### src/rtl/wfi_pwr_seq_pkg.sv
// Shared power-sequencer definitions: state encoding and default PLL timing values.
// Also consumed by the power-status CSR, so the encoding must stay stable.
package wfi_pwr_seq_pkg;

  localparam logic [2:0] ST_RUN    = 3'd0;
  localparam logic [2:0] ST_DRAIN  = 3'd1;
  localparam logic [2:0] ST_GATE   = 3'd2;
  localparam logic [2:0] ST_SLEEP  = 3'd3;
  localparam logic [2:0] ST_RELOCK = 3'd4;
  localparam logic [2:0] ST_RESUME = 3'd5;

  typedef enum logic [2:0] {
    RUN    = ST_RUN,
    DRAIN  = ST_DRAIN,
    GATE   = ST_GATE,
    SLEEP  = ST_SLEEP,
    RELOCK = ST_RELOCK,
    RESUME = ST_RESUME
  } pwr_state_e;

  localparam int LOCK_STABLE_DEF  = 16;
  localparam int LOCK_TIMEOUT_DEF = 4096;
  localparam int GATE_SETTLE_DEF  = 2;

  function automatic logic clk_on(input pwr_state_e s);
    return (s == RUN) || (s == DRAIN) || (s == RESUME);
  endfunction

endpackage

### src/rtl/wfi_pwr_seq_lock_filter.sv
// PLL lock qualifier: 2-flop synchroniser plus consecutive-high counter; lock_ok once
// LOCK_STABLE synced highs are seen without a drop. clr holds the count at zero.
module wfi_pwr_seq_lock_filter #(
  parameter int LOCK_STABLE = 16
) (
  input  logic clk_ref,
  input  logic rst,
  input  logic pll_lock,
  input  logic clr,
  output logic lock_ok
);

  localparam int STAB_W = $clog2(LOCK_STABLE + 1);
  localparam logic [STAB_W-1:0] STAB_LAST = STAB_W'(LOCK_STABLE - 1);

  logic              sync1_q, sync1_d;
  logic              sync2_q, sync2_d;
  logic [STAB_W-1:0] stab_q, stab_d;

  always_comb begin
    sync1_d = pll_lock;
    sync2_d = sync1_q;
    stab_d  = stab_q;
    if (clr || !sync2_q) begin
      stab_d = '0;
    end else if (stab_q != STAB_LAST) begin
      stab_d = stab_q + STAB_W'(1);
    end
  end

  always_ff @(posedge clk_ref or posedge rst) begin
    if (rst) begin
      sync1_q <= 1'b0;
      sync2_q <= 1'b0;
      stab_q  <= '0;
    end else begin
      sync1_q <= sync1_d;
      sync2_q <= sync2_d;
      stab_q  <= stab_d;
    end
  end

  assign lock_ok = sync2_q && (stab_q == STAB_LAST);

endmodule

### src/rtl/wfi_pwr_seq.sv
// WFI sleep/wake sequencer owning core clock enable and PLL bypass; all outputs registered.
// Sleep: drain -> gate clock -> bypass PLL. Wake: release bypass -> stable lock -> ungate.
module wfi_pwr_seq
  import wfi_pwr_seq_pkg::*;
#(
  parameter int LOCK_STABLE  = LOCK_STABLE_DEF,
  parameter int LOCK_TIMEOUT = LOCK_TIMEOUT_DEF,
  parameter int GATE_SETTLE  = GATE_SETTLE_DEF
) (
  input  logic clk_ref,
  input  logic rst,
  input  logic wfi_req,
  input  logic irq_pending,
  input  logic mem_busy,
  input  logic pll_lock,
  output logic pll_bypass,
  output logic core_clk_en,
  output logic wake,
  output logic sleeping,
  output logic lock_err
);

  localparam int CNT_W = $clog2(LOCK_TIMEOUT + 1);
  localparam logic [CNT_W-1:0] TMO_LAST  = CNT_W'(LOCK_TIMEOUT - 1);
  localparam logic [CNT_W-1:0] GATE_LAST = CNT_W'(GATE_SETTLE - 1);

  pwr_state_e       state_q, state_d;
  logic [CNT_W-1:0] cnt_q, cnt_d;
  logic [CNT_W-1:0] tmo_q, tmo_d;
  logic             lock_err_q, lock_err_d;
  logic             pll_bypass_q, pll_bypass_d;
  logic             core_clk_en_q, core_clk_en_d;
  logic             wake_q, wake_d;
  logic             sleeping_q, sleeping_d;
  logic             lock_ok;
  logic             stab_clr;

  // Stability count only runs while actually waiting for relock.
  assign stab_clr = (state_q != RELOCK);

  wfi_pwr_seq_lock_filter #(
    .LOCK_STABLE(LOCK_STABLE)
  ) u_lock_filter (
    .clk_ref (clk_ref),
    .rst     (rst),
    .pll_lock(pll_lock),
    .clr     (stab_clr),
    .lock_ok (lock_ok)
  );

  always_comb begin
    state_d    = state_q;
    cnt_d      = cnt_q;
    tmo_d      = tmo_q;
    lock_err_d = lock_err_q;
    wake_d     = 1'b0;
    case (state_q)
      RUN: begin
        if (wfi_req) begin
          if (irq_pending) wake_d = 1'b1;
          else             state_d = DRAIN;
        end
      end
      DRAIN: begin
        if (irq_pending) begin
          state_d = RUN;
          wake_d  = 1'b1;
        end else if (!mem_busy) begin
          state_d = GATE;
          cnt_d   = '0;
        end
      end
      GATE: begin
        if (cnt_q == GATE_LAST)  state_d = SLEEP;
        else if (cnt_q != '1)    cnt_d = cnt_q + CNT_W'(1);
      end
      SLEEP: begin
        if (irq_pending) begin
          // After a lock failure the PLL is abandoned; wake straight onto refclk.
          if (lock_err_q) begin
            state_d = RESUME;
          end else begin
            state_d = RELOCK;
            tmo_d   = '0;
          end
        end
      end
      RELOCK: begin
        if (lock_ok) begin
          state_d = RESUME;
        end else if (tmo_q == TMO_LAST) begin
          lock_err_d = 1'b1;
          state_d    = RESUME;
        end else if (tmo_q != '1) begin
          tmo_d = tmo_q + CNT_W'(1);
        end
      end
      RESUME:  state_d = RUN;
      default: state_d = RELOCK;
    endcase

    if (state_d == RESUME) wake_d = 1'b1;
    core_clk_en_d = clk_on(state_d);
    sleeping_d    = (state_d == GATE) || (state_d == SLEEP);
    pll_bypass_d  = (state_d == SLEEP) || lock_err_d;
  end

  always_ff @(posedge clk_ref or posedge rst) begin
    if (rst) begin
      state_q       <= RELOCK;
      cnt_q         <= '0;
      tmo_q         <= '0;
      lock_err_q    <= 1'b0;
      pll_bypass_q  <= 1'b0;
      core_clk_en_q <= 1'b0;
      wake_q        <= 1'b0;
      sleeping_q    <= 1'b0;
    end else begin
      state_q       <= state_d;
      cnt_q         <= cnt_d;
      tmo_q         <= tmo_d;
      lock_err_q    <= lock_err_d;
      pll_bypass_q  <= pll_bypass_d;
      core_clk_en_q <= core_clk_en_d;
      wake_q        <= wake_d;
      sleeping_q    <= sleeping_d;
    end
  end

  assign pll_bypass  = pll_bypass_q;
  assign core_clk_en = core_clk_en_q;
  assign wake        = wake_q;
  assign sleeping    = sleeping_q;
  assign lock_err    = lock_err_q;

endmodule

### config.mk
export PLATFORM = sky130hd
export DESIGN_NAME = wfi_pwr_seq
export DESIGN_NICKNAME = d
export VERILOG_FILES = /design/src/rtl/wfi_pwr_seq_pkg.sv /design/src/rtl/wfi_pwr_seq_lock_filter.sv /design/src/rtl/wfi_pwr_seq.sv
export SDC_FILE = /design/constraint.sdc
export NUM_CORES = 1
export LEC_CHECK = 0
export CAP_MARGIN = 5
export CORE_MARGIN = 1.5
export CORE_UTILIZATION = 45
export DETAILED_ROUTE_END_ITERATION = 16
export GPL_TIMING_DRIVEN = 1
export SLEW_MARGIN = 15
export SYNTH_ARGS = -nofsm -noshare
export SYNTH_HDL_FRONTEND = slang
export SYNTH_HIERARCHICAL = 1
export SYNTH_SLANG_ARGS = --single-unit
### constraint.sdc
create_clock -name clk_ref -period 3.4 [get_ports clk_ref]
set_input_delay 0.51 -clock clk_ref [delete_from_list [all_inputs] [get_ports clk_ref]]
set_output_delay 0.51 -clock clk_ref [all_outputs]
set_load 0.05 [all_outputs]
==> results of run 1 <==
## flip-flops by register name, summed over array words and instances (netlist names)
signal and cells:
pll_bypass 1, lock_err 1, wake 1, u_lock_filter/sync1_q 1, state_q 3, tmo_q 13, cnt_q 13, u_lock_filter/sync2_q 1
core_clk_en 1, u_lock_filter/stab_q 5, sleeping 1
## power breakdown
group,total [mW],internal (mW),leakage (nW),switching [mW]
logic,0.557,0.229,0.464,0.328
registers,0.833,0.633,0.528,0.200
clock network,0.356,0.184,0.0542,0.172
## cell families after synthesis
logic type / Yosys count
compound gates: 56
xor+xnor: 4
fa+ha+maj: 5
buf+inv: 21
flops: 41
mux: 6
simple gates: 104
## worst min-delay path by stage
| stage | startpoint | end | depth (start not counted) |
|---|---|---|---|
| global placement | u_lock_filter/sync1_q | u_lock_filter/sync2_q | 0 |
| finish | u_lock_filter/sync1_q | u_lock_filter/sync2_q | 0 |
| floorplan | rst | u_lock_filter/stab_q[0] | 1 |
| global route | u_lock_filter/sync1_q | u_lock_filter/sync2_q | 0 |
| detailed placement | u_lock_filter/sync1_q | u_lock_filter/sync2_q | 0 |
| CTS | u_lock_filter/sync1_q | u_lock_filter/sync2_q | 0 |
## per-stage QoR
step | cell area (sq um) | total power, mW
6_report | 2540 | 1.746
5_1_grt | 2540 | 1.871
4_1_cts | 2540 | 1.750
3_5_place_dp | 2439 | 1.392
3_3_place_gp | 2439 | 1.388
2_1_floorplan | 2288 | 1.231
## area by class of cell
cell class	instances	share of cell area
Tap cell	67	0.03300
Clock inverter	1	0.001970
Inverter	12	0.01773
Timing Repair Buffer	13	0.04828
Multi-Input combinational cell	175	0.4566
Clock buffer	7	0.03793
Sequential cell	41	0.4044
## layer usage
layer	vias up	global-route usage
li1	924	-
met1	924	0.2842
met2	53	0.2986
met3	4	0.04065
met4	0	0.04444
met5	-	0
## cells in the mapped netlist (2+ instances only)
library cell  instances  share of area
a31oi_1               5          0.014
or2_2                 3         0.0082
or3_1                 4          0.011
nand2_1              20          0.033
o311ai_0              4          0.015
nand2b_1              4          0.011
nor2_1               13          0.021
inv_1                12          0.020
nor3_1                5          0.011
nand3_1              11          0.024
o21a_1                3         0.0098
buf_6                 2         0.0098
nand4b_1              2         0.0077
o41ai_1               4          0.015
mux2i_1               6          0.026
nor2b_1               2         0.0055
nor4_1                5          0.014
o21ai_0               8          0.017
ha_1                  5          0.027
and2_1                3         0.0082
o211ai_1              4          0.013
clkbuf_1              3         0.0049
a21oi_1              13          0.028
nand4_1               5          0.014
dfrtp_1              40           0.44
xnor2_1               2         0.0077
nor4b_1               2         0.0077
buf_2                 3         0.0066
xor2_1                2         0.0077
o31ai_1               4          0.013
nor3b_2               2          0.011
or4_1                 8          0.026
and3_1                7          0.019
==> reports/metrics.yaml, run 1 <==
path_cells: "ha_1 > and3_1 > ha_1 > and2_1 > or4b_1 > o21ai_0 > a31oi_1"
drt_wl_total_mm: 4.916
max_freq_mhz: 357.3
grt_pass1_wl_mm: 8.314
drive_gt1_frac: 0.08835
finalHoldViolations: 0
final.setup.worst_slack_ns: 0.6009
synth_fp_nets: 248
final.setup.tns_ns: 0
syn_inst: 237
die_y_um: 74.31
antenna_left: 0
cp.required_ns: 3.56
cts-resized-gates: 0
slowest_stage: "or4b_1"
synth-async-reset-ratio: 1.000
endpoint: "tmo_q[5]"
layout_common_cells: "40 x dfrtp_1, 20 x nand2_1, 13 x nor2_1, 13 x a21oi_1, 12 x inv_1"
boundaryPins: 11
holdBufCountCts: 0
routedLengthMet1_mm: 2.505
nets: 259
wl_met2_mm: 2.156
syn_to_final_growth_pct: 10.99
synth-xor-area-share: 0.01531
diodes: 0
dieWidth_um: 74.31
period_needed_ns: 2.799
place_ws_ns: 0.6207
drtPass1Iterations: 4
stdcell_count: 316
critPathMaxStageDelay_ns: 0.64
grt_pass1_vias: 1714
setup_viol: 0
critical_path_buf_inv_count: 0
hold_path.class: "flop to flop"
grt_max_degree: 35
regArea_sq_um: 1027
period_share: 0.8233
post_cts_buffers: 0
antenna_found_initial: 0
startpoint: "u_lock_filter/stab_q[0]"
post_drt_wl_per_cell_um: 15.56
htree_levels: 2
coreArea_sq_um: 4817
wl_met3_um: 227
io_buffers: 10
tritoncts: "yes"
arrival_ns: 2.96
synth_flop_cell: "dfrtp_1"
cts.sinks: 41
dieArea_sq_um: 5522
hpwlAfterDp_mm: 3.467
cpLargestDelayFamily: "simple AND/OR/NAND/NOR gates"
tightestPinTransition_ns: 0.8771
rsz0062_at_grt: "no"
worstSetupPathType: "flop to flop"
power_density_nw_per_um2: 687.5
clk_latency_ns: 0.30
slew_viol_final: 0
avgSynthCellArea_sq_um: 9.656
drc_errors: 0
worstReg2RegStart: "u_lock_filter/stab_q[0]"
grt_use_total: 0.1948
cp-start-kind: "flop"
placed_cells: 308
yosysUniqueCellTypes: 54
cp_max_fo: 8
yosysSeqAreaShare: 0.4489
start_util: 0.4751
final_common_cell: "dfrtp_1"
reg2reg_depth: 7
drt_iter0_drc: 119
timing.rr.end: "tmo_q[5]"
clock-root-buffer: "clkbuf_8"
vias: 1905
routabilityCongestion: 0.8341
ir_drop_uv: 257.1
synth_fa_ha_area_frac: 0.02734
n_fill_cell: 455
cp-end-kind: "flop"
cts_buffers: 5
clock_skew_ns: 0.009916
synth_compound_area_frac: 0.1662
rrSetupSlack_ns: 0.60
syn_area_sq_um: 2288
max_slew_margin: 0.4138
multi_input_area_sq_um: 1160
p_leak_nw: 1.047
overflow: 0
synth_top_family_by_area: "simple AND/OR/NAND/NOR gates"
ys_ff_latch: 41
yosys_warnings: 6
synth_edf_count: 0
whs_ns: 0.3515
drv_cap: 0
fin_util: 0.5273
synth-simple-area-share: 0.2717
clockBufferDepth: 2
viasPerCell: 6.028
top_layer: "met4"
clk_pin_slew_ns: 0.09
worst-path-stages: 7
status: "finished, final reports clean"
synth.area.mux_share: 0.02624
rows: 25
crit_top_cell: "ha_1"
(Power assumes the default switching activity.)
==> run 2: changes to the inputs <==
Clock period 3.4 ns to 2.45 ns, I/O delays scaled along.
==> run 2 against run 1 <==
- cell area rose by 4.9%
- wire length decreased by 2.3%
- critical path type unchanged
- largest power group unchanged
- utilization rose by 2.6 points
- largest cell class unchanged
- register-to-register slack worse by 0.48 ns
- setup slack worse by 0.48 ns
==> reports/metrics.yaml, run 2 (synthesis results as in run 1) <==
io_buffers: 10
diodes: 0
antenna_found_initial: 0
cts_buffers: 5
reg2reg_depth: 7
drt_wl_total_mm: 4.802
ir_drop_uv: 399.7
drt_iter0_drc: 111
cp-start-kind: "flop"
clockBufferDepth: 2
hpwlAfterDp_mm: 3.510
post_cts_buffers: 0
tritoncts: "yes"
clock_skew_ns: 0.007885
final_common_cell: "dfrtp_1"
clk_latency_ns: 0.29
critPathMaxStageDelay_ns: 0.59
largestRegisters: "cnt_q (13), tmo_q (13), u_lock_filter/stab_q (5)"
grt_max_degree: 35
dieWidth_um: 74.31
power_density_nw_per_um2: 977.2
cpLargestDelayFamily: "simple AND/OR/NAND/NOR gates"
setup_viol: 0
viasPerCell: 5.821
finalHoldViolations: 0
cp.required_ns: 2.67
critical_path_buf_inv_count: 0
tightestPinTransition_ns: 0.6458
clk_pin_slew_ns: 0.08
drv_cap: 0
path_cells: "ha_2 > and3_4 > ha_4 > and2_4 > or4b_4 > or4_1 > a21oi_1"
rsz0062_at_grt: "no"
rows: 25
drtPass1Iterations: 4
drc_errors: 0
max_slew_margin: 0.5655
worstSetupPathType: "flop to flop"
grt_use_total: 0.1947
final.setup.tns_ns: 0
period_needed_ns: 2.332
period_share: 0.9517
antenna_left: 0
grt_pass1_vias: 1729
max_freq_mhz: 428.9
cts.sinks: 41
hold_path.class: "primary input to asynchronous set/reset pin"
drive_gt1_frac: 0.1362
layout_common_cells: "40 x dfrtp_1, 20 x nand2_1, 13 x nor2_1, 13 x a21oi_1, 12 x inv_1"
dieArea_sq_um: 5522
coreArea_sq_um: 4817
worstReg2RegStart: "u_lock_filter/stab_q[1]"
nets: 267
clock-root-buffer: "clkbuf_8"
slowest_stage: "or4b_4"
routabilityCongestion: 0.8039
start_util: 0.4751
p_leak_nw: 1.113
htree_levels: 2
cp_max_fo: 8
slew_viol_final: 0
die_y_um: 74.31
cp-end-kind: "flop"
n_fill_cell: 429
power_mw: 2.604
syn_to_final_growth_pct: 16.46
grt_pass1_wl_mm: 8.300
vias: 1886
rrSetupSlack_ns: 0.12
post_drt_wl_per_cell_um: 14.82
arrival_ns: 2.55
boundaryPins: 11
overflow: 0
status: "finished, final reports clean"
startpoint: "u_lock_filter/stab_q[1]"
timing.rr.end: "tmo_q[10]"
-- run 2: worst reg2reg max path, cell delays in order (launching register included) --
cell	delay (ns)
dfrtp_1	0.38
ha_2	0.19
and3_4	0.18
ha_4	0.15
and2_4	0.13
or4b_4	0.59
or4_1	0.52
a21oi_1	0.13
-- run 2: report_power, final --
group / internal, mW / total (mW) / switching [mW]
clock: 0.405 / 0.642 / 0.237
combinational: 0.345 / 0.804 / 0.459
sequential: 0.878 / 1.16 / 0.279
-- run 2: worst max-delay path by stage --
stage	endpoint	slack (ns)	depth (start not counted)
after floorplan	tmo_q[10]	-0.08	9
after global placement	tmo_q[10]	0.04	7
after detailed placement	tmo_q[10]	0.03	7
after CTS	tmo_q[10]	0.009	7
after global routing	tmo_q[10]	0.03	7
final	tmo_q[10]	0.12	7
-- run 2: routing by layer --
metal | GRT usage | vias up | part of all wire
met5 | 0 | - | 0
li1 | - | 935 | -
met4 | 0.08485 | 0 | 0.0067
met2 | 0.2679 | 42 | 0.46
met3 | 0.03523 | 2 | 0.040
met1 | 0.2964 | 907 | 0.50
-- run 2: per-stage QoR --
stage	hold WS, ns	setup WS, ns	area (sq um)	util	instances
floorplan	0.1709	-0.07873	2317	-	237
detailed placement	0.3358	0.03233	2521	0.5234	316
global placement	0.3317	0.04164	2521	0.5234	316
finish	0.3372	0.1183	2665	0.5532	324
global route	0.3629	0.03113	2665	0.5532	324
CTS	0.3353	0.008958	2655	0.5512	324
-- run 2: final cells by class --
type,instances,area [sq um],area share
tap,67,83.83,0.03146
multi-input combinational,175,1192,0.4474
inverter,12,45.04,0.01690
clock inverter,3,65.06,0.02441
timing repair buffer,21,182.7,0.06854
sequential,41,1027,0.3854
clock buffer,5,68.82,0.02582
-- run 2: timing repair --
| item | in CTS | in global routing |
|---|---|---|
| hold buffers | 0 | 0 |
| resized for setup | 0 | 2 |
| endpoints found under the setup margin | 0 | 5 |
| endpoints found under the hold margin | 0 | 0 |
